--- src/rtl/serial_addsub_pkg.sv ---
// Shared types and constants for the slice-serial adder/subtractor.
package serial_addsub_pkg;

   typedef enum logic [1:0] {
      IDLE = 2'd0,
      BUSY = 2'd1,
      DONE = 2'd2
   } state_t;

   localparam logic OP_ADD = 1'b0;
   localparam logic OP_SUB = 1'b1;

   // A one-slice operation still needs a 1-bit counter so the FSM logic stays uniform.
   function automatic int cnt_width(input int s);
      return (s > 1) ? $clog2(s) : 1;
   endfunction

endpackage

--- src/rtl/serial_addsub_if.sv ---
// Operand and result handshake bundle for serial_addsub.
interface serial_addsub_if #(
   parameter int WIDTH = 8
);
   logic             in_valid;
   logic             in_ready;
   logic [WIDTH-1:0] in_a;
   logic [WIDTH-1:0] in_b;
   logic             in_sub;
   logic             out_valid;
   logic             out_ready;
   logic [WIDTH-1:0] out_result;
   logic             out_cout;
   logic             out_ovf;
   logic             out_zero;

   modport master (
      output in_valid, in_a, in_b, in_sub, out_ready,
      input  in_ready, out_valid, out_result, out_cout, out_ovf, out_zero
   );

   modport slave (
      input  in_valid, in_a, in_b, in_sub, out_ready,
      output in_ready, out_valid, out_result, out_cout, out_ovf, out_zero
   );
endinterface

--- src/rtl/serial_addsub_fa_cell.sv ---
// One-bit full adder; the unit cell of the per-cycle ripple chain.
module fa_cell (
   input  logic a,
   input  logic b,
   input  logic cin,
   output logic sum,
   output logic cout
);
   assign sum  = a ^ b ^ cin;
   assign cout = (a & b) | (cin & (a ^ b));
endmodule

--- src/rtl/serial_addsub.sv ---
// Multi-cycle A+B / A-B: SLICE bits per cycle through a full-adder chain,
// with carry, signed-overflow and zero flags.
module serial_addsub
   import serial_addsub_pkg::*;
#(
   parameter int WIDTH = 8,
   parameter int SLICE = 1
) (
   input logic            clk,
   input logic            rst,
   serial_addsub_if.slave bus
);

   localparam int S  = WIDTH / SLICE;
   localparam int CW = cnt_width(S);

   state_t           state;
   logic [WIDTH-1:0] a_q;
   logic [WIDTH-1:0] b_q;
   logic [WIDTH-1:0] res_q;
   logic             carry_q;
   logic [CW-1:0]    cnt_q;
   logic             in_ready_q;
   logic             out_valid_q;
   logic             cout_q;
   logic             ovf_q;
   logic             zero_q;

   logic [SLICE:0]   c;
   logic [SLICE-1:0] sum;
   logic [WIDTH-1:0] res_next;

   assign c[0] = carry_q;

   for (genvar i = 0; i < SLICE; i++) begin : g_chain
      fa_cell u_fa (
         .a   (a_q[i]),
         .b   (b_q[i]),
         .cin (c[i]),
         .sum (sum[i]),
         .cout(c[i+1])
      );
   end

   // Sum bits enter at the top, so after S slices the LSB slice sits at bit 0.
   assign res_next = (res_q >> SLICE) | (WIDTH'(sum) << (WIDTH - SLICE));

   // NOTE: every register here uses <= so all of them update from pre-edge values.
   always_ff @(posedge clk) begin
      if (rst) begin
         state       <= IDLE;
         a_q         <= '0;
         b_q         <= '0;
         res_q       <= '0;
         carry_q     <= 1'b0;
         cnt_q       <= '0;
         in_ready_q  <= 1'b1;
         out_valid_q <= 1'b0;
         cout_q      <= 1'b0;
         ovf_q       <= 1'b0;
         zero_q      <= 1'b0;
      end else begin
         case (state)
            IDLE: begin
               if (bus.in_valid) begin
                  a_q        <= bus.in_a;
                  b_q        <= (bus.in_sub == OP_SUB) ? ~bus.in_b : bus.in_b;
                  carry_q    <= bus.in_sub;
                  cnt_q      <= CW'(S - 1);
                  state      <= BUSY;
                  in_ready_q <= 1'b0;
               end
            end
            BUSY: begin
               a_q     <= a_q >> SLICE;
               b_q     <= b_q >> SLICE;
               res_q   <= res_next;
               carry_q <= c[SLICE];
               if (cnt_q == '0) begin
                  cout_q      <= c[SLICE];
                  ovf_q       <= c[SLICE-1] ^ c[SLICE];
                  zero_q      <= ~|res_next;
                  out_valid_q <= 1'b1;
                  state       <= DONE;
               end else begin
                  cnt_q <= cnt_q - 1'b1;
               end
            end
            DONE: begin
               if (bus.out_ready) begin
                  out_valid_q <= 1'b0;
                  in_ready_q  <= 1'b1;
                  state       <= IDLE;
               end
            end
            default: begin
               state       <= IDLE;
               in_ready_q  <= 1'b1;
               out_valid_q <= 1'b0;
            end
         endcase
      end
   end

   assign bus.in_ready   = in_ready_q;
   assign bus.out_valid  = out_valid_q;
   assign bus.out_result = res_q;
   assign bus.out_cout   = cout_q;
   assign bus.out_ovf    = ovf_q;
   assign bus.out_zero   = zero_q;

endmodule

--- src/flat_wrapper.sv ---
// flat-port wrapper written by rule: the top's interface ports become plain ports
module serial_addsub_flat import serial_addsub_pkg::*;
#(
   parameter int WIDTH = 8,
   parameter int SLICE = 1
)
  (clk, rst, bus_in_valid, bus_in_a, bus_in_b, bus_in_sub, bus_out_ready, bus_in_ready, bus_out_valid, bus_out_result, bus_out_cout, bus_out_ovf, bus_out_zero);
  serial_addsub_if #(.WIDTH(WIDTH)) bus_i ();
  input logic clk;
  input logic rst;
  input wire logic [$bits(bus_i.in_valid)-1:0] bus_in_valid;
  input wire logic [$bits(bus_i.in_a)-1:0] bus_in_a;
  input wire logic [$bits(bus_i.in_b)-1:0] bus_in_b;
  input wire logic [$bits(bus_i.in_sub)-1:0] bus_in_sub;
  input wire logic [$bits(bus_i.out_ready)-1:0] bus_out_ready;
  output wire logic [$bits(bus_i.in_ready)-1:0] bus_in_ready;
  output wire logic [$bits(bus_i.out_valid)-1:0] bus_out_valid;
  output wire logic [$bits(bus_i.out_result)-1:0] bus_out_result;
  output wire logic [$bits(bus_i.out_cout)-1:0] bus_out_cout;
  output wire logic [$bits(bus_i.out_ovf)-1:0] bus_out_ovf;
  output wire logic [$bits(bus_i.out_zero)-1:0] bus_out_zero;
  assign bus_i.in_valid = bus_in_valid;
  assign bus_i.in_a = bus_in_a;
  assign bus_i.in_b = bus_in_b;
  assign bus_i.in_sub = bus_in_sub;
  assign bus_i.out_ready = bus_out_ready;
  assign bus_in_ready = bus_i.in_ready;
  assign bus_out_valid = bus_i.out_valid;
  assign bus_out_result = bus_i.out_result;
  assign bus_out_cout = bus_i.out_cout;
  assign bus_out_ovf = bus_i.out_ovf;
  assign bus_out_zero = bus_i.out_zero;
  serial_addsub #(.WIDTH(WIDTH), .SLICE(SLICE)) u_core (.clk(clk), .rst(rst), .bus(bus_i));
endmodule
--- config.mk ---
export PLATFORM = sky130hd
export DESIGN_NAME = serial_addsub_flat
export DESIGN_NICKNAME = d
export VERILOG_FILES = /design/src/rtl/serial_addsub_pkg.sv /design/src/rtl/serial_addsub_if.sv /design/src/rtl/serial_addsub_fa_cell.sv /design/src/rtl/serial_addsub.sv /design/src/flat_wrapper.sv
export SDC_FILE = /design/constraint.sdc
export NUM_CORES = 1
export LEC_CHECK = 0
export BUFFER_PORTS_ARGS = -buffer_cell sky130_fd_sc_hd__buf_4
export CORE_UTILIZATION = 51
export CTS_BUF_LIST = sky130_fd_sc_hd__clkbuf_2
export DETAILED_ROUTE_END_ITERATION = 10
export GPL_TIMING_DRIVEN = 0
export PLACE_DENSITY = 0.75
export RECOVER_POWER = 50
export SLEW_MARGIN = 20
export SYNTH_ARGS = -nofsm -noshare
export SYNTH_HDL_FRONTEND = slang
export SYNTH_SLANG_ARGS = --single-unit
--- constraint.sdc ---
create_clock -name clk -period 2.95 [get_ports clk]
set_clock_uncertainty 0.05 [all_clocks]
set_input_delay 0.4425 -clock clk [delete_from_list [all_inputs] [get_ports clk]]
set_output_delay 0.4425 -clock clk [all_outputs]
set_load 0.02 [all_outputs]
==> metrics.cfg, run 1 <==
[worst_setup_path]
critical_path_class = reg -> reg
cp_data_arrival_time_ps = 2280
cp_max_fo = 10
cp-startpoint = u_core.state[0]
r2r_slack_ps = 920
max_stage_delay_ps = 430
crit_path_end_kind = register
crit_buf_inv = 3
r2r-start = u_core.state[0]
crit_top_cell = clkbuf_1
required_ps = 3190
start_kind = register
critPathTopFamily = buffers and inverters
r2r_cells = 6
worst_path_max_delay_cell = clkbuf_1
reg2reg_to = u_core.b_q[5]
crit_chain = clkbuf_1 -> nor2b_1 -> clkbuf_1 -> clkbuf_1 -> a22oi_1 -> o22ai_1

[final_layout]
area_growth_pct = 14.98
nets = 235
insertedDiodeCount = 0
n_fill_cell = 294
drive_gt1_frac = 0.2524

[place]
dp_hpwl_um = 2538
io_buffers = 31
gp_congestion = 0.7345

[die]
num_io_pins = 34
row_count = 20
die_height_um = 58.65
start_util = 0.5361
fp.coreArea_um2 = 3053
die_area_um2 = 3439
fp.dieW_um = 58.65

[hold_path]
min_from = bus_in_a[7]
hold_path.class = in -> reg
hold_end = u_core.a_q[7]
whs_path_depth = 3

[synthesis]
ys_seq_elements = 35
synthesis.nets = 197
synthAdderAreaFrac = 0.02752
yosysTopAreaCell = dfxtp_1
synth_xor_area_frac = 0.04817
synth_compound_area_frac = 0.2477
synth_top_area_frac = 0.4281
synth_area_um2 = 1637
synth_top_family_by_area = compound AO/OA/AOI/OAI gates
syn_inst = 173
synth.avg_cell_area_um2 = 9.460
synth_mux_area_frac = 0.006116
synth_edf_count = 0
ys.warnings.count = 0
ys_seq_area_frac = 0.4281
netlist_top_cells_area = dfxtp_1 (43%), nand2_1 (5.7%), a211oi_2 (5.4%)
netlist-cell-type-count = 39
synth_ff_type = dfxtp_1
synthArstFlopShare = 0
yosys.area_share.simple = 0.1606

[detailed_routing]
drc = 0
wl_um = 3436
drt-wirelength-per-cell_um = 13.53
ant_nets = 0
via_count = 1383
viasPerCell = 5.445
drtIter0Drc = 83
drt_pre_antenna_iters = 4

[timing]
setup_viol = 0
fin_crit_ps = 2033
max_freq_mhz = 491.8
fin_crit_sh = 0.6893
hold_viol = 0
slew_headroom = 0.6261
hold_ws_ps = 263.9
drv_slew = 0
rsz0062_at_grt = no
setup_tns_ps = 0
tightestPinTransition_ps = 560.9

[grt]
antenna_found_initial = 0
overflow = 0
grt_max_degree = 11
track_usage = 0.2257
grt_pass1_vias = 1314
grt_pass1_wl_um = 5761

[clock_tree]
cts_tree = done
cts.clk_slew.worst_paths_ps = 150
cts_setup_buffers = 0
cts_max_path_buffers = 2
cts_resized = 0
cts-hold-fix-buffers = 0
root_buffer = clkbuf_2
numCtsBuffers = 5
clock_sinks = 35
insertion_delay_ps = 360
htreeDepth = 2

[outcome]
status = finished clean

[pwr]
p_leak_nw = 0.7317
cellPowerDensity_nw_per_um2 = 535.8
peakVddDrop_uv = 232.5

[job]
maxCapViolCount = 0

placed cells by master, fill, tap and decap left out, drive strengths merged:
cell,netlist,layout
a211oi,9,9
a21oi,19,19
a22oi,8,8
a311oi,1,1
a31o,1,1
a31oi,1,1
and4,1,1
and4bb,1,1
buf,12,34
clkbuf,2,17
dfxtp,35,35
fa,1,1
ha,2,2
inv,2,2
mux2i,1,1
nand2,27,27
nand2b,3,3
nand3,2,2
nand3b,1,1
nor2,16,16
nor2b,1,1
nor3,1,1
nor3b,1,1
nor4,2,2
o211a,1,1
o21a,2,2
o21ai,1,1
o21ba,1,1
o21bai,2,2
o22ai,7,7
xnor2,8,8
xor2,1,1
flip-flops by register name, summed over array words and instances (netlist names):
signal                 cells
u_core.cnt_q               3
u_core.carry_q             1
u_core.bus.out_cout        1
u_core.state               2
u_core.bus.in_ready        1
u_core.a_q                 8
u_core.bus.out_ovf         1
u_core.bus.out_valid       1
u_core.bus.out_result      8
u_core.bus.out_zero        1
u_core.b_q                 8
layer usage:
layer | track usage | routed length, um
met1 | 0.2601 | 1494
met2 | 0.4072 | 1766
met3 | 0.04615 | 125
met4 | 0.09184 | 49
met5 | 0 | 0
synth_stat cells, types with 2 or more instances:
cell type,count
o22ai_1,7
dfxtp_1,35
nand3_1,2
buf_6,4
o21a_1,2
nor4_1,2
a211oi_1,2
clkbuf_2,2
a21oi_2,2
nor2_1,16
inv_1,2
ha_1,2
a21oi_1,17
nand2b_1,3
a22oi_1,8
a211oi_2,7
nand2_2,2
nand2_1,25
buf_8,3
buf_1,3
buf_4,2
xnor2_1,8
worst min-delay path, stage by stage:
cell and delay (ps):
buf_4 80, a22oi_1 50, nor2_1 70
worst max path at each step:
stage | to | slack [ps] | cells past startpoint
final | u_core.b_q[5] | 920 | 6
after global routing | u_core.b_q[6] | 770 | 6
after CTS | u_core.bus.out_zero | 1470 | 4
after detailed placement | u_core.b_q[4] | 1440 | 4
after global placement | u_core.b_q[6] | 1460 | 4
after floorplan | u_core.bus.out_zero | 1680 | 4
report_power, final:
part / switching, mW / internal (mW)
clock: 0.144 / 0.0536
sequential: 0.0281 / 0.517
combinational: 0.148 / 0.118
total: 0.320 / 0.688
per-stage QoR:
| step | area (um^2) | cells | power (mW) | util | setup slack, ps |
|---|---|---|---|---|---|
| 6_report | 1882 | 254 | 1.008 | 0.6164 | 916.6 |
| 5_1_grt | 1882 | 254 | 1.062 | 0.6164 | 766.3 |
| 4_1_cts | 1954 | 254 | 1.034 | 0.6402 | 1471 |
| 3_5_place_dp | 1924 | 248 | 0.8425 | 0.6303 | 1438 |
| 3_3_place_gp | 1924 | 248 | 0.8280 | 0.6303 | 1457 |
| 2_1_floorplan | 1637 | 173 | 0.7606 | - | 1678 |
area by class of cell:
cell class	instances	area, um^2	area share
plain buffers	14	96.34	0.05120
clock buffers	6	30.03	0.01596
inverters	2	7.507	0.003989
multi-input cells	122	778.2	0.4136
flip-flops and latches	35	700.7	0.3723
well taps	44	55.05	0.02926
repair buffers	31	214.0	0.1137
cells by family (layout without fill, tap and decap cells):
group | Yosys count | in the layout
adder cells (fa/ha/maj) | 3 | 3
flip-flops | 35 | 35
multiplexers | 1 | 1
AO/OA/AOI/OAI | 53 | 53
buffers and inverters | 16 | 53
AND/OR/NAND/NOR | 56 | 56
XOR/XNOR | 9 | 9
No activity file was read; power rests on OpenSTA's default activity.
==> inputs of run 2 (changes only) <==
==> constraint.sdc (replaced) <==
create_clock -name clk -period 1.9 [get_ports clk]
set_clock_uncertainty 0.05 [all_clocks]
set_input_delay 0.285 -clock clk [delete_from_list [all_inputs] [get_ports clk]]
set_output_delay 0.285 -clock clk [all_outputs]
set_load 0.02 [all_outputs]
==> metrics.cfg, run 2 (same netlist as run 1, synthesis figures left out) <==
[outcome]
status = finished clean

[grt]
antenna_found_initial = 0
grt_pass1_vias = 1314
grt_pass1_wl_um = 5761
track_usage = 0.2257
grt_max_degree = 11
grt-busiest-layer = met2
overflow = 0
grtUsageMet2 = 0.4072
grtUsageMet3 = 0.04615
grt_use_met1 = 0.2601

[die]
row_count = 20
num_io_pins = 34
fp.dieW_um = 58.65
fp.coreArea_um2 = 3053
die_height_um = 58.65
die_area_um2 = 3439
start_util = 0.5361

[worst_setup_path]
required_ps = 2130
cp_data_arrival_time_ps = 1850
crit_path_end_kind = register
cp_max_fo = 10
start_kind = register
critical_path_class = reg -> reg

[pwr]
netSwitchingFraction = 0.3170
p_leak_nw = 0.7146
pwr-share-comb = 0.269
pwr-share-clk = 0.194
peakVddDrop_uv = 362.5
p_sw_mw = 0.4999
p_int_mw = 1.077
totalPowerFinal_mw = 1.577
p_seq_frac = 0.536
cellPowerDensity_nw_per_um2 = 839.1

[detailed_routing]
drc = 0
ant_nets = 0
drtIter0Drc = 96
viasPerCell = 5.469
via_count = 1389
drt_pre_antenna_iters = 4
drt-wirelength-per-cell_um = 13.54
wl_um = 3438

[clock_tree]
numCtsBuffers = 5
cts-hold-fix-buffers = 0
clock_sinks = 35
cts.clk_slew.worst_paths_ps = 150
cts_setup_buffers = 0
cts_max_path_buffers = 2
cts_tree = done
root_buffer = clkbuf_2
insertion_delay_ps = 360
cts_resized = 0
htreeDepth = 2

[timing]
tightestPinTransition_ps = 580.4
hold_ws_ps = 107.1
drv_slew = 0
setup_tns_ps = 0
fin_crit_ps = 1626
rsz0062_at_grt = no
fin_crit_sh = 0.8556
setup_viol = 0
max_freq_mhz = 615.1
slew_headroom = 0.6131
hold_viol = 0

[final_layout]
insertedDiodeCount = 0
final_common_cell = dfxtp_1
drive_gt1_frac = 0.2333
nets = 235
layout_common_cells = dfxtp_1 (35), nand2_1 (25), buf_4 (20)
area_growth_pct = 14.83

[place]
dp_hpwl_um = 2538
gp_congestion = 0.7345
io_buffers = 31

[job]
maxCapViolCount = 0

[hold_path]
hold_path.class = in -> reg

==> run 2: layout make-up <==
| cell class | count | area (um^2) |
|---|---|---|
| plain buffers | 14 | 118.9 |
| multi-input cells | 122 | 783.3 |
| repair buffers | 31 | 183.9 |
| well taps | 44 | 55.05 |
| inverters | 2 | 7.507 |
| flip-flops and latches | 35 | 700.7 |
| fillers | 301 | 1174 |
| clock buffers | 6 | 30.03 |
==> run 2: critical path: stages (launching register included) <==
cell and delay, ps:
dfxtp_1 360, buf_6 130, nor2b_1 130, clkbuf_1 370, buf_8 200, nand2_2 60
a311oi_2 250
==> run 2: layer usage <==
metal	routed length [um]	up-vias
li1	-	686
met1	1479	652
met2	1749	44
met3	149	7
met4	59	0
met5	0	-
==> run 2: final timing paths <==
| path | start | to | slack [ps] | depth (start not counted) |
|---|---|---|---|---|
| worst max-delay path | u_core.state[0] | u_core.a_q[5] | 270 | 6 |
| worst max register to register | u_core.state[0] | u_core.a_q[5] | 270 | 6 |
| worst min-delay path | bus_in_a[7] | u_core.a_q[7] | 110 | 3 |
| worst min register to register | u_core.bus.out_result[0] | u_core.bus.out_result[0] | 420 | 2 |
==> run 2: metrics by stage <==
step,area (um^2),utilization,cells,setup slack (ps)
after floorplan,1637,-,173,628.2
after global placement,1924,0.6303,248,540.8
after detailed placement,1924,0.6303,248,462.1
after CTS,1954,0.6402,254,421.4
after global routing,1879,0.6156,254,206.6
final,1879,0.6156,254,274.4
==> run 2: power groups by stage <==
stage          clock network (mW)  registers [mW]  logic (mW)
2_1_floorplan                   0           0.868       0.313
3_3_place_gp                    0           0.858       0.427
3_5_place_dp                    0           0.863       0.445
4_1_cts                     0.311           0.847       0.447
5_1_grt                     0.341           0.855       0.465
6_report                    0.307           0.846       0.424
==> inputs of run 3 (changes only) <==
--- a/config.mk
+++ b/config.mk
@@ -10,9 +10,11 @@
 export CTS_BUF_LIST = sky130_fd_sc_hd__clkbuf_2
 export DETAILED_ROUTE_END_ITERATION = 10
 export GPL_TIMING_DRIVEN = 0
+export HOLD_SLACK_MARGIN = 0.12
 export PLACE_DENSITY = 0.75
 export RECOVER_POWER = 50
 export SLEW_MARGIN = 20
 export SYNTH_ARGS = -nofsm -noshare
 export SYNTH_HDL_FRONTEND = slang
+export SYNTH_HIERARCHICAL = 1
 export SYNTH_SLANG_ARGS = --single-unit
==> metrics.cfg, run 3 <==
[outcome]
status = finished, violations left
violations = DRC

[synthesis]
synth_area_um2 = 1595
synth_ff_type = dfxtp_1
netlist-cell-type-count = 35
synth_top_area_frac = 0.4392
yosysTopAreaCell = dfxtp_1
synthArstFlopShare = 0
syn_inst = 164
ys.warnings.count = 6
netlist_top_cells_area = dfxtp_1 (44%), a211oi_2 (6.3%), mux2i_1 (5.0%)
synthesis.nets = 188
synth.avg_cell_area_um2 = 9.727
ys_seq_area_frac = 0.4392
ys_seq_elements = 35
synth_common_cells = dfxtp_1 (35), nand2_1 (19), nor2_1 (13)
synth_edf_count = 0
yosysMostFrequentCell = dfxtp_1

[final_layout]
area_growth_pct = 21.26
insertedDiodeCount = 0
final_util = 0.6781
regArea_um2 = 700.7
multi_input_area_um2 = 785.8
finish.instance_area_um2 = 1934
nets = 233
drive_gt1_frac = 0.2476
final_common_cell = dfxtp_1
layout_common_cells = dfxtp_1 (35), buf_4 (23), nand2_1 (19)
n_fill_cell = 238

[detailed_routing]
ant_nets = 0
viasPerCell = 5.539
drt_pre_antenna_iters = 7
wl_um = 3356
drt-wirelength-per-cell_um = 13.93
via_count = 1335
drtIter0Drc = 73
drc = 2

[pwr]
totalPowerFinal_mw = 1.597
p_sw_mw = 0.5070
pwr-share-clk = 0.212
peakVddDrop_uv = 449.8
p_leak_nw = 0.7497
netSwitchingFraction = 0.3174
p_int_mw = 1.090
p_seq_frac = 0.525
pwr-share-comb = 0.263
cellPowerDensity_nw_per_um2 = 825.7

[hold_path]
hold_path.class = in -> reg
whs_path_depth = 2
hold_end = u_core/cnt_q[1]
min_from = rst

[grt]
antenna_found_initial = 0
overflow = 0
grt_max_degree = 12
grt_pass1_vias = 1324
grt_pass1_wl_um = 5664
track_usage = 0.2252

[timing]
setup_viol = 0
tightestPinTransition_ps = 580.0
rsz0062_at_grt = no
slew_headroom = 0.6133
fin_crit_sh = 0.8986
setup_tns_ps = 0
drv_slew = 0
max_freq_mhz = 585.7
hold_ws_ps = 148.8
hold_viol = 0
fin_crit_ps = 1707

[clock_tree]
cts.clk_slew.worst_paths_ps = 190
root_buffer = clkbuf_2
cts-hold-fix-buffers = 7
numCtsBuffers = 5
cts_max_path_buffers = 2
cts_setup_buffers = 0
htreeDepth = 2
cts_resized = 0
cts_tree = done
insertion_delay_ps = 390
clock_sinks = 35

[place]
dp_hpwl_um = 2387
gp_congestion = 0.7813
placed_area_um2 = 1867
io_buffers = 31

[worst_setup_path]
required_ps = 2160
cp_data_arrival_time_ps = 1970
crit_path_end_kind = register
r2r-start = u_core/cnt_q[0]
critical_path_class = reg -> reg
reg2reg_to = u_core/cnt_q[2]
r2r_slack_ps = 190
start_kind = register
crit_chain = inv_1 -> ha_1 -> ha_1 -> nand2b_1 -> a21o_1 -> a221oi_2
cp_max_fo = 6
worst_path_max_delay_cell = dfxtp_1
crit_top_cell = ha_1
r2r_cells = 6
max_stage_delay_ps = 350

[die]
die_height_um = 57.93
fp.dieW_um = 57.93
num_io_pins = 34
start_util = 0.5592
fp.coreArea_um2 = 2853
row_count = 19
die_area_um2 = 3356

[job]
maxCapViolCount = 0

## run 3: final cells by class
cell class | count | area share
Clock inverter | 2 | 0.006468
Timing Repair Buffer | 38 | 0.1391
Sequential cell | 35 | 0.3622
Buffer | 12 | 0.04463
Tap cell | 31 | 0.02005
Inverter | 3 | 0.005821
Clock buffer | 6 | 0.01552
Multi-Input combinational cell | 114 | 0.4062
## run 3: logic make-up (layout without fill, tap and decap cells)
family / count (synthesis) / in the layout / share of synthesized area
adders and majority gates: 3 / 3 / 0.02823
DFF: 35 / 35 / 0.4392
buffers and inverters: 15 / 61 / 0.06509
AOI/OAI and AO/OA: 45 / 45 / 0.2243
and+or+nand+nor: 49 / 49 / 0.1435
xor gates and xnor gates: 9 / 9 / 0.04941
muxes: 8 / 8 / 0.05020
## run 3: worst max-delay path: cells and delay by family, from the launching register on
kind                       cells  cell delay [ps]
AOI/OAI and AO/OA              2              560
adders and majority gates      2              450
buffers and inverters          1               60
DFF                            1              350
and+or+nand+nor                1              170
## run 3: worst max-delay path by stage
| stage | slack (ps) | end | cells after the start | start |
|---|---|---|---|---|
| 2_1_floorplan | 410 | u_core/cnt_q[1] | 6 | u_core/cnt_q[0] |
| 3_3_place_gp | 330 | u_core/cnt_q[1] | 6 | u_core/cnt_q[0] |
| 3_5_place_dp | 270 | u_core/cnt_q[2] | 6 | u_core/cnt_q[0] |
| 4_1_cts | 230 | u_core/cnt_q[2] | 6 | u_core/cnt_q[0] |
| 5_1_grt | 90 | u_core/bus.out_ovf | 5 | u_core/state[0] |
| 6_report | 190 | u_core/cnt_q[2] | 6 | u_core/cnt_q[0] |
## run 3: routing by layer
layer / vias up / routed length (um) / track usage
met5: - / 0 / 0
met4: 0 / 87 / 0.1395
met3: 12 / 138 / 0.04911
met2: 37 / 1576 / 0.3678
met1: 619 / 1553 / 0.2694
li1: 667 / - / -
## run 3: power groups by stage
| stage | registers (mW) | clock network, mW | logic (mW) |
|---|---|---|---|
| 2_1_floorplan | 0.859 | 0 | 0.297 |
| 3_3_place_gp | 0.852 | 0 | 0.399 |
| 3_5_place_dp | 0.855 | 0 | 0.417 |
| 4_1_cts | 0.839 | 0.349 | 0.428 |
| 5_1_grt | 0.848 | 0.379 | 0.459 |
| 6_report | 0.839 | 0.339 | 0.419 |
## run 3: per-stage QoR
| stage | setup slack, ps | std cells |
|---|---|---|
| after global placement | 329.6 | 226 |
| after global routing | 86.64 | 241 |
| final | 192.6 | 241 |
| after floorplan | 412.2 | 164 |
| after detailed placement | 270.9 | 226 |
| after CTS | 227.7 | 241 |
